$ cat src/rtl/lsm_pipelined.sv
// Load-store unit between execute and writeback: issues pipelined Wishbone requests,
// tracks up to MAX_OUTSTANDING in flight and retires results in program order.
module lsm_pipelined #(
    parameter int MAX_OUTSTANDING = 4
) (
    input  logic        clk_i,
    input  logic        rst_i,
    output logic        input_ready_o,
    input  logic        input_valid_i,
    input  logic [31:0] alu_result_i,
    input  logic        enable_i,
    input  logic        write_i,
    input  logic [31:0] write_data_i,
    input  logic [3:0]  sel_i,
    input  logic        unsigned_i,
    input  logic        reg_write_i,
    input  logic [4:0]  reg_addr_i,
    output logic [31:0] wb_adr_o,
    input  logic [31:0] wb_dat_i,
    output logic [31:0] wb_dat_o,
    output logic        wb_we_o,
    output logic [3:0]  wb_sel_o,
    output logic        wb_stb_o,
    input  logic        wb_ack_i,
    output logic        wb_cyc_o,
    input  logic        wb_stall_i,
    output logic        output_valid_o,
    output logic        reg_write_o,
    output logic [4:0]  reg_addr_o,
    output logic [31:0] reg_data_o
);

    localparam int PTR_W = (MAX_OUTSTANDING > 1) ? $clog2(MAX_OUTSTANDING) : 1;
    localparam int CNT_W = $clog2(MAX_OUTSTANDING + 1);
    localparam logic [CNT_W-1:0] MAX_CNT  = CNT_W'(MAX_OUTSTANDING);
    localparam logic [PTR_W-1:0] PTR_LAST = PTR_W'(MAX_OUTSTANDING - 1);

    typedef struct packed {
        logic       reg_write;
        logic [4:0] reg_addr;
        logic [3:0] sel;
        logic       is_unsigned;
        logic       we;
    } entry_t;

    entry_t           fifo_q [MAX_OUTSTANDING];
    entry_t           push_entry;
    entry_t           head;
    logic [PTR_W-1:0] wr_ptr;
    logic [PTR_W-1:0] rd_ptr;
    logic [CNT_W-1:0] pending;
    logic [CNT_W-1:0] pending_nxt;
    logic [CNT_W-1:0] occupancy;
    logic             accept;
    logic             mem_accept;
    logic             alu_accept;
    logic             transfer;
    logic             ack_hit;
    logic             stb_nxt;

    // Bit offset of the lowest enabled byte lane.
    function automatic logic [4:0] lane_shift(input logic [3:0] sel);
        case (sel)
            4'b0010:          lane_shift = 5'd8;
            4'b0100, 4'b1100: lane_shift = 5'd16;
            4'b1000:          lane_shift = 5'd24;
            default:          lane_shift = 5'd0;
        endcase
    endfunction

    function automatic logic [31:0] format_load(input logic [31:0] raw, input logic [3:0] sel,
                                                input logic is_unsigned);
        logic [31:0]        shifted;
        logic signed [7:0]  byte_s;
        logic signed [15:0] half_s;
        shifted = raw >> lane_shift(sel);
        byte_s  = shifted[7:0];
        half_s  = shifted[15:0];
        case (sel)
            4'b1111:          format_load = shifted;
            4'b0011, 4'b1100: format_load = is_unsigned ? {16'h0000, shifted[15:0]} : 32'(half_s);
            default:          format_load = is_unsigned ? {24'h000000, shifted[7:0]} : 32'(byte_s);
        endcase
    endfunction

    always_comb begin
        occupancy     = pending + CNT_W'(wb_stb_o);
        input_ready_o = 1'b0;
        if (enable_i) begin
            input_ready_o = !(wb_stb_o && wb_stall_i) && (occupancy < MAX_CNT);
        end else begin
            input_ready_o = (pending == '0) && !wb_stb_o;
        end
    end

    always_comb begin
        accept      = input_valid_i && input_ready_o;
        mem_accept  = accept && enable_i;
        alu_accept  = accept && !enable_i;
        transfer    = wb_stb_o && !wb_stall_i;
        ack_hit     = wb_ack_i && (pending != '0);
        head        = fifo_q[rd_ptr];
        push_entry  = '{reg_write: reg_write_i, reg_addr: reg_addr_i, sel: sel_i,
                        is_unsigned: unsigned_i, we: write_i};
        pending_nxt = pending;
        case ({transfer, ack_hit})
            2'b10:   pending_nxt = pending + CNT_W'(1);
            2'b01:   pending_nxt = pending - CNT_W'(1);
            default: pending_nxt = pending;
        endcase
        stb_nxt = wb_stb_o;
        if (mem_accept) begin
            stb_nxt = 1'b1;
        end else if (transfer) begin
            stb_nxt = 1'b0;
        end
    end

    // Tracking storage holds only payload; validity comes from the reset pointers.
    always_ff @(posedge clk_i) begin
        if (mem_accept) begin
            fifo_q[wr_ptr] <= push_entry;
        end
    end

    // Issue stage: Wishbone request register and occupancy.
    always_ff @(posedge clk_i or posedge rst_i) begin
        if (rst_i) begin
            wr_ptr   <= '0;
            rd_ptr   <= '0;
            pending  <= '0;
            wb_stb_o <= 1'b0;
            wb_cyc_o <= 1'b0;
            wb_adr_o <= '0;
            wb_dat_o <= '0;
            wb_we_o  <= 1'b0;
            wb_sel_o <= '0;
        end else begin
            pending  <= pending_nxt;
            wb_stb_o <= stb_nxt;
            wb_cyc_o <= stb_nxt || (pending_nxt != '0);
            if (mem_accept) begin
                wr_ptr   <= (wr_ptr == PTR_LAST) ? '0 : wr_ptr + PTR_W'(1);
                wb_adr_o <= alu_result_i;
                wb_dat_o <= write_data_i << lane_shift(sel_i);
                wb_we_o  <= write_i;
                wb_sel_o <= sel_i;
            end
            if (ack_hit) begin
                rd_ptr <= (rd_ptr == PTR_LAST) ? '0 : rd_ptr + PTR_W'(1);
            end
        end
    end

    // Retire stage: acks and non-memory results share the single writeback port.
    always_ff @(posedge clk_i or posedge rst_i) begin
        if (rst_i) begin
            output_valid_o <= 1'b0;
            reg_write_o    <= 1'b0;
            reg_addr_o     <= '0;
            reg_data_o     <= '0;
        end else if (ack_hit) begin
            output_valid_o <= 1'b1;
            reg_write_o    <= head.reg_write;
            reg_addr_o     <= head.reg_addr;
            reg_data_o     <= head.we ? 32'h0 : format_load(wb_dat_i, head.sel, head.is_unsigned);
        end else if (alu_accept) begin
            output_valid_o <= 1'b1;
            reg_write_o    <= reg_write_i;
            reg_addr_o     <= reg_addr_i;
            reg_data_o     <= alu_result_i;
        end else begin
            output_valid_o <= 1'b0;
        end
    end

endmodule

$ cat config.mk
export PLATFORM = sky130hd
export DESIGN_NAME = lsm_pipelined
export DESIGN_NICKNAME = d
export VERILOG_FILES = /design/src/rtl/lsm_pipelined.sv
export SDC_FILE = /design/constraint.sdc
export NUM_CORES = 1
export LEC_CHECK = 0
export CAP_MARGIN = 20
export CORE_MARGIN = 5
export CORE_UTILIZATION = 50
export CTS_CLUSTER_SIZE = 28
export DETAILED_ROUTE_END_ITERATION = 16
export PLACE_DENSITY = 0.83
export SYNTH_ARGS = -nofsm -noshare
export SYNTH_HDL_FRONTEND = slang
export SYNTH_SLANG_ARGS = --single-unit
$ cat constraint.sdc
create_clock -name clk_i -period 6.9 [get_ports clk_i]
set_input_delay 1.38 -clock clk_i [delete_from_list [all_inputs] [get_ports clk_i]]
set_output_delay 1.38 -clock clk_i [all_outputs]
set_load 0.03 [all_outputs]
==> impl_metrics.json <==
{
  "outcome": "finished clean",
  "antenna_found_initial": 0,
  "cp_data_required_time_ns": 5.52,
  "placed_area_mm2": 0.0104,
  "antenna_left": 0,
  "fillers": 1171,
  "cts_root_buffer": "clkbuf_16",
  "synth_top_flop_cell": "dfrtp_1",
  "power.density_mw_per_mm2": 460,
  "crit_path_max_incr_delay_ns": 0.59,
  "maxCapViolCount": 0,
  "drt_iter0_markers": 393,
  "synthCells": 683,
  "maxClockFrequency_ghz": 0.216,
  "fin_crit_sh_pct": 67.2,
  "syn_area_per_cell_um2": 11.7,
  "critPathTopFamily": "buffers and inverters",
  "worst-path-max-fanout": 5,
  "io_pins": 225,
  "htree_num_levels": 4,
  "hold_buffers": 0,
  "die_h_um": 137,
  "reg2reg_from": "rd_ptr[0]$_DFFE_PP0P_",
  "setup_viol": 0,
  "clk_pin_slew_ns": 0.06,
  "insertion_delay_ns": 0.42,
  "post_cts_buffers": 0,
  "swShare_pct": 40.2,
  "clockBufferDepth": 2,
  "ys_types": 51,
  "seq_area_frac_synth_pct": 54.5,
  "grt_pass1_vias": 6175,
  "routedWlPerCell_um": 19.5,
  "gp_congestion": 0.870,
  "synthesis.nets": 804,
  "async_flop_share_pct": 70.9,
  "die_w_um": 137,
  "slew_viol_final": 0,
  "die_area_mm2": 0.0187,
  "place_hpwl_um": 15500,
  "final_nets": 1012,
  "syn_area_mm2": 0.00801,
  "rsz0062_at_grt": "no",
  "worst_ep_arrival_time_ns": 3.26,
  "track_usage_pct": 23.6,
  "worstSetupPathType": "primary input to primary output",
  "hold_end": "wb_dat_o[14]$_DFFE_PP0P_",
  "rows": 46,
  "area_growth_pct": 37.3,
  "first_pass_iters": 5,
  "drcViolationCount": 0,
  "drt_wl_total_um": 21800,
  "ys_seq_elements": 165,
  "cts_sinks": 165,
  "grt_pass1_wl_um": 33900,
  "clock_power_share_pct": 18.7,
  "r2r_setup_slack_ns": 3.17,
  "maxSlewHeadroom_pct": 29.5,
  "hold_viol": 0,
  "p_int_mw": 3.03,
  "start_util_pct": 50.6,
  "min_from": "wb_dat_o[14]$_DFFE_PP0P_",
  "grt-ovfl-total": 0,
  "critPathBufInv": 2,
  "yosysWarnings": 0,
  "p_leak_nw": 4.50,
  "grt_max_degree": 110,
  "port_buffers": 224,
  "holdWs_ns": 0.474,
  "skew_ns": 0.0101,
  "cts_made_buffers": 17,
  "crit_path_end_kind": "primary output",
  "via_per_inst": 5.59,
  "startpoint_type": "primary input",
  "ff2ff_path_depth": 5,
  "cp_common_cell": "clkdlybuf4s50_1",
  "synth_edf_count": 48,
  "cp_cell_sequence": "clkdlybuf4s50_1 > nor2b_1 > o21ai_0 > a21oi_1 > or2_2 > clkdlybuf4s50_1",
  "r2r_end": "reg_data_o[1]$_DFFE_PP0P_",
  "fin_crit_ns": 4.64,
  "comb_power_share_pct": 50.3,
  "diodes": 0,
  "fin_area_mm2": 0.0110,
  "seqPwrFrac_pct": 31.0,
  "core_mm2": 0.0158,
  "slowest_stage": "clkdlybuf4s50_1",
  "tightestPinTransition_ns": 1.05,
  "cts_tree": "yes",
  "hold_class": "flop to flop",
  "final_layout_size_suffix_gt1_share_pct": 15.2,
  "tns_ns": 0,
  "power_switching_mw": 2.04,
  "ctsResizeCount": 0,
  "hold_path_depth": 2,
  "via_count": 6263,
  "ir_drop_v": 0.000264
}
[power groups by stage]
stage / sequential, mW / combinational (mW) / clock, mW
global route: 1.62 / 2.71 / 1.01
finish: 1.57 / 2.55 / 0.948
global placement: 1.57 / 2.49 / 0
detailed placement: 1.59 / 2.54 / 0
CTS: 1.57 / 2.55 / 0.960
floorplan: 2.14 / 1.06 / 0
[worst register-to-register path, stage by stage, from the launching register on]
cell	delay, ns
dfrtp_1	0.88
mux4_2	0.75
or2_4	0.36
nor2_2	0.68
mux4_2	0.61
a221o_1	0.34
[Yosys cell counts, drive strengths merged, types with 4 or more instances]
cell type / instances / share of area [%]
a221o: 7 / 0.87
clkbuf: 31 / 1.5
o21ai: 71 / 4.4
ha: 6 / 0.94
mux4: 19 / 5.3
edfxtp: 48 / 18
a211oi: 8 / 1.2
o31ai: 10 / 0.94
buf: 14 / 1.4
and3: 8 / 0.62
dfrtp: 117 / 37
nor3: 5 / 0.31
nand2: 112 / 5.2
xnor2: 4 / 0.44
o21a: 8 / 0.75
a31oi: 6 / 0.47
o211a: 7 / 0.87
mux2i: 16 / 2.0
a21oi: 21 / 1.3
mux2: 46 / 6.5
nor2: 45 / 2.3
a221oi: 17 / 3.0
inv: 15 / 0.70
a21boi: 16 / 1.5
[cells in the final DEF, fill, tap and decap left out, types with 3 or more instances in the layout]
master and count:
mux2i_1 16, a221oi_2 14, a221oi_1 3, edfxtp_1 48
o21ai_0 70, clkbuf_1 4, clkbuf_16 17, nor2_2 3
a221o_1 7, a211oi_2 7, and3_1 8, mux2_2 46
nor3_1 3, dfrtp_1 117, xnor2_1 4, a21o_1 3
nand2_1 112, buf_4 8, ha_1 6, nor2_1 41
clkbuf_8 3, o31ai_1 9, mux4_2 19, a21oi_1 21
a21boi_0 16, o211a_1 7, inv_1 14, o21a_1 8
a31oi_1 6, clkdlybuf4s50_1 224
[metrics by stage]
step	setup WS (ns)	cells	power, mW	util [%]
6_report	2.26	1120	5.06	69.5
5_1_grt	2.18	1120	5.33	69.5
4_1_cts	2.25	1117	5.09	69.2
3_5_place_dp	2.26	1085	4.12	65.5
3_3_place_gp	2.32	1085	4.07	65.5
2_1_floorplan	2.42	683	3.19	-
[layout make-up]
cell class	instances	area (um2)	share of cell area, %
inverter	15	58.8	0.534
clock inverter	7	95.1	0.864
timing repair buffer	234	2340	21.3
multi-input combinational	458	3380	30.7
tap	216	270	2.46
sequential	165	4370	39.7
clock buffer	25	489	4.45
[routing by layer]
layer	share of wire [%]	track usage, %
met1	40	30.9
met5	0	0
met3	9.0	7.50
met4	1.9	7.33
met2	49	37.7
[state kept, by name, indices dropped and copies added (netlist names), 3 cells and up]
signal,count
pending,3
reg_addr_o,5
fifo_q,48
wb_dat_o,32
wb_sel_o,4
reg_data_o,32
wb_adr_o,32
[logic make-up (layout without fill, tap and decap cells)]
group	after synthesis	in the layout	synth area share, %
adders and majority gates	7	7	1.19
xor gates and xnor gates	6	6	0.656
buffers and inverters	60	281	3.58
DFF	165	165	54.5
and+or+nand+nor	186	186	9.90
AOI/OAI and AO/OA	178	178	16.3
muxes	81	81	13.8
[how the worst max path moves through the flow]
stage	endpoint	depth (start not counted)	from	slack, ns
6_report	input_ready_o	6	enable_i	2.26
3_5_place_dp	input_ready_o	6	enable_i	2.26
3_3_place_gp	input_ready_o	6	enable_i	2.32
5_1_grt	input_ready_o	6	enable_i	2.18
2_1_floorplan	output_valid_o$_DFF_PP0_	1	rst_i	2.42
4_1_cts	input_ready_o	6	enable_i	2.25
(Power assumes the default switching activity.)
